### config.mk
export PLATFORM = sky130hd
export DESIGN_NAME = cpu_out_ctrl
export DESIGN_NICKNAME = d
export VERILOG_FILES = /design/src/rtl/cpu_out_ctrl_pkg.sv /design/src/rtl/cpu_out_ctrl_out_fifo.sv /design/src/rtl/cpu_out_ctrl.sv
export SDC_FILE = /design/constraint.sdc
export NUM_CORES = 1
export LEC_CHECK = 0
export ABC_AREA = 0
export CAP_MARGIN = 20
export CORE_MARGIN = 10
export CORE_UTILIZATION = 40
export CTS_CLUSTER_DIAMETER = 40
export DETAILED_ROUTE_END_ITERATION = 12
export SLEW_MARGIN = 10
export SYNTH_ARGS = -nofsm -noshare
export SYNTH_HDL_FRONTEND = slang
export SYNTH_HIERARCHICAL = 1
export SYNTH_SLANG_ARGS = --single-unit
### constraint.sdc
create_clock -name clock -period 9.55 [get_ports clock]
set_input_delay 1.91 -clock clock [delete_from_list [all_inputs] [get_ports clock]]
set_output_delay 1.91 -clock clock [all_outputs]
set_load 0.05 [all_outputs]
### src/rtl/cpu_out_ctrl_pkg.sv
// Shared types and constants for the CPU run sequencer and output buffer.
package cpu_out_ctrl_pkg;

  typedef enum logic [2:0] {
    IDLE      = 3'd0,
    RESET_CPU = 3'd1,
    RUN       = 3'd2,
    DRAIN     = 3'd3,
    DONE      = 3'd4
  } state_t;

  // Entries kept free when the CPU is stalled, absorbing words already in flight.
  localparam int SKID = 2;

endpackage

### src/rtl/cpu_out_ctrl_out_fifo.sv
// Show-ahead FIFO for captured CPU output words; accepts a push while full
// when a pop happens in the same cycle.
module out_fifo #(
  parameter int DATAWIDTH = 25,
  parameter int DEPTH     = 8,
  localparam int AW       = $clog2(DEPTH)
) (
  input  logic                 clock,
  input  logic                 reset,
  input  logic                 i_push,
  input  logic [DATAWIDTH-1:0] i_data,
  input  logic                 i_pop,
  output logic [DATAWIDTH-1:0] o_data,
  output logic                 o_full,
  output logic                 o_empty,
  output logic [AW:0]          o_count
);

  localparam logic [AW:0] FULL_CNT = DEPTH[AW:0];

  logic [DATAWIDTH-1:0] r_mem [DEPTH];
  logic [AW-1:0]        r_wrPtr;
  logic [AW-1:0]        r_rdPtr;
  logic [AW:0]          r_count;
  logic                 w_push;
  logic                 w_pop;

  assign o_full  = (r_count == FULL_CNT);
  assign o_empty = (r_count == '0);
  assign w_pop   = i_pop && !o_empty;
  assign w_push  = i_push && (!o_full || w_pop);
  assign o_data  = r_mem[r_rdPtr];
  assign o_count = r_count;

  always_ff @(posedge clock) begin
    if (reset) begin
      r_wrPtr <= '0;
      r_rdPtr <= '0;
      r_count <= '0;
    end else begin
      if (w_push) r_wrPtr <= r_wrPtr + 1'b1;
      if (w_pop)  r_rdPtr <= r_rdPtr + 1'b1;
      case ({w_push, w_pop})
        2'b10:   r_count <= r_count + 1'b1;
        2'b01:   r_count <= r_count - 1'b1;
        default: r_count <= r_count;
      endcase
    end
  end

  // Storage carries no reset; validity is tracked by r_count alone.
  always_ff @(posedge clock) begin
    if (w_push) r_mem[r_wrPtr] <= i_data;
  end

endmodule

### src/rtl/cpu_out_ctrl.sv
// CPU run sequencer: pulses CPU reset, runs until target words are captured, buffers them.
// Optional idle timeout in RUN is built when OUTCTRL_TIMEOUT_EN is defined (adds timedOut).
module cpu_out_ctrl
  import cpu_out_ctrl_pkg::*;
#(
  parameter int DATAWIDTH  = 25,
  parameter int DEPTH      = 8,
  parameter int COUNTWIDTH = 16,
  parameter int RSTCYCLES  = 2,
  parameter int TIMEOUT    = 1024
) (
  input  logic                  clock,
  input  logic                  reset,
  input  logic                  start,
  input  logic [COUNTWIDTH-1:0] target,
  output logic                  cpuReset,
  output logic                  cpuStall,
  input  logic                  outFlag,
  input  logic [DATAWIDTH-1:0]  out,
  output logic [DATAWIDTH-1:0]  wordData,
  output logic                  wordValid,
  input  logic                  wordReady,
  output logic [COUNTWIDTH-1:0] wordCount,
  output logic                  busy,
  output logic                  done,
`ifdef OUTCTRL_TIMEOUT_EN
  output logic                  timedOut,
`endif
  output logic                  overflow
);

  localparam int AW      = $clog2(DEPTH);
  localparam int RW      = (RSTCYCLES > 1) ? $clog2(RSTCYCLES) : 1;
  localparam int STALL_I = DEPTH - SKID;
  localparam int RLAST_I = RSTCYCLES - 1;
  localparam logic [AW:0]   STALL_LVL = STALL_I[AW:0];
  localparam logic [RW-1:0] RST_LAST  = RLAST_I[RW-1:0];

  state_t                r_state;
  state_t                w_nextState;
  logic [RW-1:0]         r_rstCnt;
  logic [COUNTWIDTH-1:0] r_target;
  logic [COUNTWIDTH-1:0] r_captured;
  logic [COUNTWIDTH-1:0] r_wordCount;
  logic                  r_overflow;

  logic                  w_startOk;
  logic                  w_strobe;
  logic                  w_pop;
  logic                  w_pushOk;
  logic                  w_lastWord;
  logic                  w_timeoutHit;
  logic [DATAWIDTH-1:0]  w_head;
  logic                  w_fifoFull;
  logic                  w_fifoEmpty;
  logic [AW:0]           w_fifoCount;

  out_fifo #(
    .DATAWIDTH (DATAWIDTH),
    .DEPTH     (DEPTH)
  ) u_fifo (
    .clock   (clock),
    .reset   (reset),
    .i_push  (w_pushOk),
    .i_data  (out),
    .i_pop   (w_pop),
    .o_data  (w_head),
    .o_full  (w_fifoFull),
    .o_empty (w_fifoEmpty),
    .o_count (w_fifoCount)
  );

  assign w_startOk  = start && ((r_state == IDLE) || (r_state == DONE));
  assign w_strobe   = (r_state == RUN) && outFlag;
  assign w_pop      = !w_fifoEmpty && wordReady;
  assign w_pushOk   = w_strobe && (!w_fifoFull || w_pop);
  assign w_lastWord = w_pushOk && ((r_captured + 1'b1) == r_target);

  assign wordValid = !w_fifoEmpty;
  assign wordData  = w_fifoEmpty ? '0 : w_head;
  assign wordCount = r_wordCount;
  assign overflow  = r_overflow;
  assign busy      = (r_state == RESET_CPU) || (r_state == RUN) || (r_state == DRAIN);
  assign done      = (r_state == DONE);

`ifdef OUTCTRL_TIMEOUT_EN
  localparam int TW      = $clog2(TIMEOUT + 1);
  localparam int TLAST_I = TIMEOUT - 1;
  localparam logic [TW-1:0] IDLE_LAST = TLAST_I[TW-1:0];

  logic [TW-1:0] r_idleCnt;
  logic          r_timedOut;

  assign w_timeoutHit = (r_state == RUN) && !outFlag && (r_idleCnt == IDLE_LAST);
  assign timedOut     = r_timedOut;

  always_ff @(posedge clock) begin
    if (reset) begin
      r_idleCnt  <= '0;
      r_timedOut <= 1'b0;
    end else begin
      if (w_startOk)         r_timedOut <= 1'b0;
      else if (w_timeoutHit) r_timedOut <= 1'b1;
      if ((r_state != RUN) || outFlag) r_idleCnt <= '0;
      else                             r_idleCnt <= r_idleCnt + 1'b1;
    end
  end
`else
  // Without the idle counter RUN never times out; TIMEOUT is then inert.
  assign w_timeoutHit = (TIMEOUT < 0);
`endif

  always_comb begin
    w_nextState = r_state;
    cpuReset    = 1'b0;
    cpuStall    = 1'b1;
    case (r_state)
      IDLE, DONE: begin
        cpuReset = (r_state == IDLE);
        if (w_startOk) w_nextState = (target == '0) ? DONE : RESET_CPU;
      end
      RESET_CPU: begin
        cpuReset = 1'b1;
        if (r_rstCnt == RST_LAST) w_nextState = RUN;
      end
      RUN: begin
        cpuStall = (w_fifoCount >= STALL_LVL);
        if (w_lastWord || w_timeoutHit) w_nextState = DRAIN;
      end
      DRAIN: begin
        if (w_fifoEmpty) w_nextState = DONE;
      end
      default: w_nextState = IDLE;
    endcase
  end

  always_ff @(posedge clock) begin
    if (reset) begin
      r_state     <= IDLE;
      r_rstCnt    <= '0;
      r_captured  <= '0;
      r_wordCount <= '0;
      r_overflow  <= 1'b0;
    end else begin
      r_state  <= w_nextState;
      r_rstCnt <= ((r_state == RESET_CPU) && (w_nextState == RESET_CPU)) ? r_rstCnt + 1'b1 : '0;
      if (w_startOk) begin
        r_captured  <= '0;
        r_wordCount <= '0;
        r_overflow  <= 1'b0;
      end else begin
        if (w_pushOk)              r_captured  <= r_captured + 1'b1;
        if (w_pop)                 r_wordCount <= r_wordCount + 1'b1;
        if (w_strobe && !w_pushOk) r_overflow  <= 1'b1;
      end
    end
  end

  always_ff @(posedge clock) begin
    if (w_startOk) r_target <= target;
  end

endmodule

==> flow_summary.yaml, run 1 <==
synth:
  async_reset_ff_share_pct: 0
  synth_edf_count: 216
  seq_area_frac_synth_pct: 66.1
  synth_cell_type_count: 63
  ys_ff_latch: 266
  ys.flop_type: "edfxtp_1"
  yosys.area_share.simple_pct: 8.71
  synth_compound_area_share_pct: 2.97
  yosys.area_share.adder_pct: 0.839
  ys.warnings.count: 6
  synth_xor_area_share_pct: 4.25
  synth_top_family_by_area: "multiplexers"
  synth.top_cells.by_count: "216 x edfxtp_1, 58 x nor2_1, 50 x dfxtp_1, 50 x mux4_1, 28 x xnor2_1"
  synth_area_mm2: 0.0113
  synth.most_common_cell: "edfxtp_1"
  synth_top_cell_area_share_pct: 57.3
  synth_area_per_cell_um2: 16.5
  synth_nets: 741
  syn_inst: 688
  yosys.area.top_type: "edfxtp_1"
  yosys-top-cells-area: "edfxtp_1 57%, mux4_1 12%, dfxtp_1 8.8%"
  synthMuxAreaShare_pct: 14.6
sta:
  rsz0062_at_grt: "no"
  setup_viol: 0
  max_freq_mhz: 180
  setup_tns_ps: 0
  relSlewSlack_pct: 42.2
  tightest_slew_ps: 860
  finalCritPeriodShare_pct: 58.0
  drv_slew: 0
  finalHoldViolCount: 0
  skew_ps: 19.0
  finalCriticalPeriod_ps: 5540
floorplan:
  pin_count: 93
  start_util_pct: 40.7
  die_w_um: 188
  placeableCoreArea_mm2: 0.0279
  die_area_mm2: 0.0355
  rows: 61
  fp.dieH_um: 188
worst_setup_path:
  critPathMaxStageDelay_ps: 740
  crit_slowest_cell: "clkdlybuf4s50_1"
  cp-start-kind: "flop"
  cp.buffers_inverters: 2
  path_max_fanout: 30
  cpLargestDelayFamily: "buffers and inverters"
  arrival_ps: 3630
  required_ps: 7640
  worstPathCellList: "buf_4 -> mux4_1 -> mux2_2 -> nor2b_1 -> clkdlybuf4s50_1"
  cp-end-kind: "output port"
  critPathKind: "reg2out"
power_and_ir_drop:
  leakage_nw: 4.43
  power_density_mw_per_mm2: 187
  fin_total_pwr_mw: 2.57
  ir_drop_mv: 0.125
clock_tree:
  cts_buffers: 36
  cts_sinks: 266
  path_clk_slew_ps: 60
  htreeDepth: 2
  clk_path_buf_depth: 3
  cts_tree: "yes"
  clk_root_buffer_cell: "clkbuf_16"
  post_cts_buffers: 0
  cts_hold_buf: 0
  ctsResizeCount: 0
  insertion_delay_ps: 510
final_layout:
  layout.nets: 848
  area_delta_synth_final_pct: 21.2
  diodes: 0
  drive_gt1_share_pct: 14.5
status:
  status: "finished clean"
route:
  vias_per_cell: 5.19
  vias: 6222
  firstDrtPassIters: 4
  post_drt_wl_per_cell_um: 20.2
  route.detailed.drc: 0
  routed_wl_um: 24200
  drt-initial-drc-count: 307
  final_antenna_net_count: 0
place:
  dpl.hpwl_um: 14900
  gp_congestion: 0.831
  numPortBuffers: 92
flow_run:
  cap_violations: 0
min_path:
  hp-class: "reg2reg"
global_route:
  grt_max_degree: 51
  grt_pass1_vias: 6494
  grt_first_pass_wirelength_um: 37400
  grtUsageTotal_pct: 13.3
  grt-ovfl-total: 0
  antenna_found_initial: 0
-- power by group --
| part | switching (mW) | internal (mW) |
|---|---|---|
| Sequential | 0.00517 | 1.26 |
| Combinational | 0.0324 | 0.0278 |
| Clock | 0.493 | 0.748 |
-- worst reg2reg max path, delay by kind of cell (launching register included) --
kind,cells,cell delay [ps]
AOI/OAI and AO/OA,4,930
adders and majority gates,1,250
buffers and inverters,3,480
DFF,1,380
and+or+nand+nor,5,1660
-- cells in the final DEF, fill, tap and decap left out, types with 25 or more instances in the layout --
cell type        netlist  layout
clkbuf_16              0      36
clkdlybuf4s50_1        0      92
dfxtp_1               50      48
edfxtp_1             216     216
mux2_2                25      25
mux4_1                50      50
nor2_1                58      54
nor2b_1               26      26
xnor2_1               28      28
xor2_1                27      27
-- routing by layer --
layer	global-route usage, %	up-vias	part of all wire, %
li1	-	2906	-
met1	15.9	3106	42
met2	22.9	161	50
met3	3.62	49	5.8
met4	3.91	0	2.3
met5	0	-	0
-- sequential cells by signal, indices dropped and copies added (netlist names), 3 cells and up, named ones only --
register and flops:
u_fifo/r_wrPtr 3, wordCount 16, u_fifo/r_rdPtr 3, r_captured 16
r_state 3, r_target 16, u_fifo/o_count 4, u_fifo/r_mem 200
-- area by class of cell --
cell class | instances | area, µm²
clock buffers | 38 | 908
clock inverters | 26 | 211
fillers | 2335 | 14100
inverters | 11 | 41.3
multi-input cells | 376 | 3590
flip-flops and latches | 266 | 7490
well taps | 378 | 473
repair buffers | 104 | 1010
-- stage by stage --
| stage | instance area [µm²] | std cells | util (%) | hold slack, ps | setup slack, ps |
|---|---|---|---|---|---|
| after floorplan | 11300 | 688 | - | 420 | 3930 |
| after global placement | 12600 | 1135 | 45.3 | 434 | 4520 |
| after detailed placement | 12600 | 1135 | 45.3 | 442 | 4510 |
| after CTS | 13700 | 1199 | 49.3 | 451 | 3960 |
| after global routing | 13700 | 1199 | 49.3 | 471 | 3890 |
| final | 13700 | 1199 | 49.3 | 454 | 4010 |
-- cells by family (layout without fill, tap and decap cells) --
logic type	count (synthesis)	after routing
fa+ha+maj	7	7
xor+xnor	55	55
simple gates	187	187
flops	266	266
compound gates	46	46
buf+inv	46	179
mux	81	81
-- path summary, 6_finish.rpt --
| path | end | cells after the start | slack [ps] | startpoint |
|---|---|---|---|---|
| worst max-delay path | wordData[1] | 5 | 4010 | flop |
| worst min-delay path | r_rstCnt | 1 | 450 | r_rstCnt |
| worst max register to register | u_fifo/o_count[3] | 13 | 5780 | u_fifo/o_count[1] |
| worst min register to register | r_rstCnt | 1 | 450 | r_rstCnt |
Power figures use the tool's default switching activity.
==> inputs of run 2 (changes only) <==
==> constraint.sdc (replaced) <==
create_clock -name clock -period 4.6 [get_ports clock]
set_input_delay 0.92 -clock clock [delete_from_list [all_inputs] [get_ports clock]]
set_output_delay 0.92 -clock clock [all_outputs]
set_load 0.05 [all_outputs]
==> run 2 against run 1 <==
Against the previous run: first-iteration DRC count is 2.6% lower; hold slack improved by 33 ps; global-route usage shrank 0.071 points; non-clock buffer count grew 3; utilization is 1.2 points higher; critical endpoint is now wordData[0]; register-to-register slack worse by 4800 ps; die area unchanged; count of clock-buffer cells in the layout is 5 higher; largest cell class unchanged.
==> flow_summary.yaml, run 2 (synthesized netlist as in run 1, its figures left out) <==
route:
  route.detailed.drc: 0
  routed_wl_um: 24000
  vias_per_cell: 5.19
  post_drt_wl_per_cell_um: 19.8
  vias: 6274
  drt-initial-drc-count: 299
  final_antenna_net_count: 0
  firstDrtPassIters: 5
worst_setup_path:
  arrival_ps: 3230
  critPathKind: "reg2out"
  required_ps: 3680
  path_max_fanout: 38
  critPathMaxStageDelay_ps: 730
  cp-end-kind: "output port"
  crit_slowest_cell: "clkdlybuf4s50_1"
  worstPathCellList: "buf_12 -> mux4_1 -> mux2_2 -> nor2b_1 -> clkdlybuf4s50_1"
  cp-start-kind: "flop"
floorplan:
  start_util_pct: 40.7
  fp.dieH_um: 188
  die_area_mm2: 0.0355
  pin_count: 93
  die_w_um: 188
  placeableCoreArea_mm2: 0.0279
  rows: 61
sta:
  rsz0062_at_grt: "no"
  holdWs_ps: 487
  setup_viol: 0
  max_freq_mhz: 241
  relSlewSlack_pct: 44.1
  skew_ps: 31.1
  setup_tns_ps: 0
  finalCritPeriodShare_pct: 90.2
  finalHoldViolCount: 0
  finalCriticalPeriod_ps: 4150
  drv_slew: 0
  tightest_slew_ps: 838
min_path:
  hp-class: "reg2reg"
clock_tree:
  cts_hold_buf: 0
  htreeDepth: 2
  cts_sinks: 266
  cts_buffers: 38
  post_cts_buffers: 0
  clk_path_buf_depth: 3
  ctsResizeCount: 0
  clk_root_buffer_cell: "clkbuf_16"
  insertion_delay_ps: 530
  cts_tree: "yes"
  path_clk_slew_ps: 50
place:
  gp_congestion: 0.830
  numPortBuffers: 92
  dpl.hpwl_um: 15000
  post_dp_cell_area_mm2: 0.0127
global_route:
  grt_pass1_vias: 6617
  grt_first_pass_wirelength_um: 37400
  grtUsageTotal_pct: 13.2
  antenna_found_initial: 2
  grt_max_degree: 39
  grt-ovfl-total: 0
power_and_ir_drop:
  ir_drop_mv: 0.346
  leakage_nw: 4.56
  fin_total_pwr_mw: 5.72
  power_density_mw_per_mm2: 407
final_layout:
  layout.nets: 853
  final_cell_mix: "216 x edfxtp_1, 92 x clkdlybuf4s50_1, 54 x nor2_1"
  regMostFlops: "u_fifo/r_mem"
  final_area_mm2: 0.0141
  area_delta_synth_final_pct: 24.1
  final_core_util_pct: 50.5
  drive_gt1_share_pct: 15.8
  ff_latch_area_mm2: 0.00749
  layout_commonest_cell: "edfxtp_1"
  fillers: 2274
  largest_reg_flops: 200
  multi_input_area_mm2: 0.00362
flow_run:
  cap_violations: 0
status:
  status: "finished clean"
## run 2: cell types whose count changed in the layout (fill, tap and decap cells not counted), sizes merged
cell	before	now
buf	12	15
bufinv	2	5
clkbuf	38	43
clkinv	15	8
clkinvlp	6	7
diode	0	2
inv	14	17
## run 2: cell type report
cell class,instances,share of cell area [%]
inverter,11,0.294
clock inverter,26,2.23
sequential,266,53.3
timing repair buffer,107,7.88
tap,378,3.36
multi-input combinational,376,25.7
clock buffer,43,7.19
antenna,2,0.0356
## run 2: per-layer routing
| metal | up-vias | track usage (%) | part of all wire (%) |
|---|---|---|---|
| li1 | 2932 | - | - |
| met2 | 164 | 23.0 | 50 |
| met1 | 3136 | 15.8 | 42 |
| met3 | 42 | 3.55 | 6.0 |
| met5 | - | 0 | 0 |
| met4 | 0 | 3.48 | 2.0 |
## run 2: worst paths after layout
check | startpoint | endpoint | slack, ps | depth (start not counted)
setup reg to reg | u_fifo/o_count[1] | u_fifo/o_count[3] | 970 | 13
hold / removal | r_rstCnt | r_rstCnt | 490 | 1
setup / recovery | flop | wordData[0] | 450 | 5
hold reg to reg | r_rstCnt | r_rstCnt | 490 | 1
## run 2: worst max-delay path, delay by kind of cell (launching register included)
family,cells,cell delay [ps]
buffers and inverters,2,1060
muxes,2,870
DFF,1,600
and+or+nand+nor,1,160
## run 2: power by group
group | switching [mW] | leakage, nW | internal, mW
clock | 1.08 | 0.627 | 1.89
combinational | 0.0685 | 1.58 | 0.0581
sequential | 0.0110 | 2.35 | 2.62
## run 2: per-stage QoR
| step | std cells | setup WS [ps] |
|---|---|---|
| final | 1209 | 452 |
| after global routing | 1207 | 368 |
| after CTS | 1207 | 409 |
| after detailed placement | 1138 | 804 |
| after global placement | 1138 | 933 |
| after floorplan | 688 | 606 |
==> inputs of run 3 (changes only) <==
--- a/config.mk
+++ b/config.mk
@@ -9,7 +9,7 @@
 export CAP_MARGIN = 20
 export CORE_MARGIN = 10
 export CORE_UTILIZATION = 40
-export CTS_CLUSTER_DIAMETER = 40
+export CTS_CLUSTER_DIAMETER = 50
 export DETAILED_ROUTE_END_ITERATION = 12
 export SLEW_MARGIN = 10
 export SYNTH_ARGS = -nofsm -noshare
==> run 3 against run 2 <==
Against the previous run: critical endpoint unchanged; critical path depth stayed put; combinational power is essentially flat; first-iteration DRC count up 12%.
==> flow_summary.yaml, run 3 (synthesized netlist as in run 1, its figures left out) <==
sta:
  skew_ps: 29.6
  rsz0062_at_grt: "no"
  finalCriticalPeriod_ps: 4150
  drv_slew: 0
  setup_viol: 0
  relSlewSlack_pct: 43.8
  tightest_slew_ps: 843
  finalCritPeriodShare_pct: 90.1
  max_freq_mhz: 241
  holdWs_ps: 479
  finalHoldViolCount: 0
  setup_tns_ps: 0
global_route:
  grtUsageTotal_pct: 13.1
  use_met2_pct: 22.8
  antenna_found_initial: 2
  grt_max_degree: 39
  grt-busiest-layer: "met2"
  grt-ovfl-total: 0
  grtUsageMet3_pct: 3.36
  grt_first_pass_wirelength_um: 37100
  global_route.usage.met1_pct: 15.8
  grt_pass1_vias: 6556
power_and_ir_drop:
  ir_drop_mv: 0.278
  pwr-share-seq_pct: 49.4
  clkPwrFrac_pct: 48.3
  switching_power_mw: 1.07
  pwr-share-comb_pct: 2.4
  p_int_mw: 4.25
  switching_share_pct: 20.1
  leakage_nw: 4.47
  fin_total_pwr_mw: 5.32
  power_density_mw_per_mm2: 384
worst_setup_path:
  required_ps: 3680
  cp-start-kind: "flop"
  critPathKind: "reg2out"
  arrival_ps: 3230
  path_max_fanout: 38
  cp-end-kind: "output port"
clock_tree:
  clk_root_buffer_cell: "clkbuf_16"
  htreeDepth: 2
  insertion_delay_ps: 520
  cts_buffers: 34
  post_cts_buffers: 0
  cts_hold_buf: 0
  cts_tree: "yes"
  path_clk_slew_ps: 50
  clk_path_buf_depth: 3
  cts_sinks: 266
  ctsResizeCount: 0
final_layout:
  layout_commonest_cell: "edfxtp_1"
  regMostFlops: "u_fifo/r_mem"
  final_core_util_pct: 49.7
  area_delta_synth_final_pct: 22.3
  fillers: 2299
  drive_gt1_share_pct: 14.4
  final_cell_mix: "216 x edfxtp_1, 92 x clkdlybuf4s50_1, 54 x nor2_1"
  final_area_mm2: 0.0139
  layout.nets: 849
  multi_input_area_mm2: 0.00362
  largest_reg_flops: 200
  ff_latch_area_mm2: 0.00749
route:
  vias: 6231
  final_antenna_net_count: 0
  firstDrtPassIters: 5
  post_drt_wl_per_cell_um: 19.9
  drt-initial-drc-count: 334
  vias_per_cell: 5.20
  route.detailed.drc: 0
  routed_wl_um: 23800
min_path:
  hp-class: "reg2reg"
floorplan:
  die_area_mm2: 0.0355
  fp.dieH_um: 188
  start_util_pct: 40.7
  pin_count: 93
  placeableCoreArea_mm2: 0.0279
  rows: 61
  die_w_um: 188
flow_run:
  cap_violations: 0
place:
  dpl.hpwl_um: 15000
  numPortBuffers: 92
  post_dp_cell_area_mm2: 0.0127
  gp_congestion: 0.830
status:
  status: "finished clean"
## run 3: changes by cell type in the layout (fill, tap and decap cells not counted), sizes merged
cell / change
clkinv: +2
clkinvlp: -6
clkbuf: -4
inv: -1
bufinv: -2
## run 3: metrics by stage
step | std cells | worst slack [ps]
after detailed placement | 1138 | 804
after CTS | 1196 | 411
after global routing | 1196 | 356
final | 1198 | 454
after global placement | 1138 | 933
after floorplan | 688 | 606
## run 3: power groups by stage
stage / combinational (mW) / sequential, mW / clock [mW]
floorplan: 0.0507 / 2.67 / 0
global placement: 0.123 / 2.68 / 0
detailed placement: 0.127 / 2.68 / 0
CTS: 0.128 / 2.63 / 2.64
global route: 0.138 / 2.63 / 2.74
finish: 0.126 / 2.63 / 2.57
## run 3: cell type report
| type | count | share of cell area (%) |
|---|---|---|
| Timing Repair Buffer | 107 | 8.00 |
| Clock inverter | 19 | 1.62 |
| Multi-Input combinational cell | 376 | 26.1 |
| Clock buffer | 39 | 6.42 |
| Inverter | 11 | 0.298 |
| Antenna cell | 2 | 0.0361 |
| Tap cell | 378 | 3.41 |
| Sequential cell | 266 | 54.1 |
## run 3: metal layers
layer  share of wire, %  wire length (µm)
met1                 42             10000
met2                 51             12100
met3                5.5              1320
met4                1.6               387
met5                  0                 0
## run 3: worst max-delay path: stages, from the launching register on
cell,delay (ps)
dfxtp_2,600
buf_12,330
mux4_1,600
mux2_2,280
nor2b_1,160
clkdlybuf4s50_1,730
## run 3: final timing paths
check	startpoint	endpoint	slack (ps)	depth (start not counted)
worst min-delay path	r_rstCnt	r_rstCnt	480	1
worst min register to register	r_rstCnt	r_rstCnt	480	1
worst max-delay path	flop	wordData[0]	450	5
worst max register to register	u_fifo/o_count[1]	u_fifo/o_count[3]	940	13
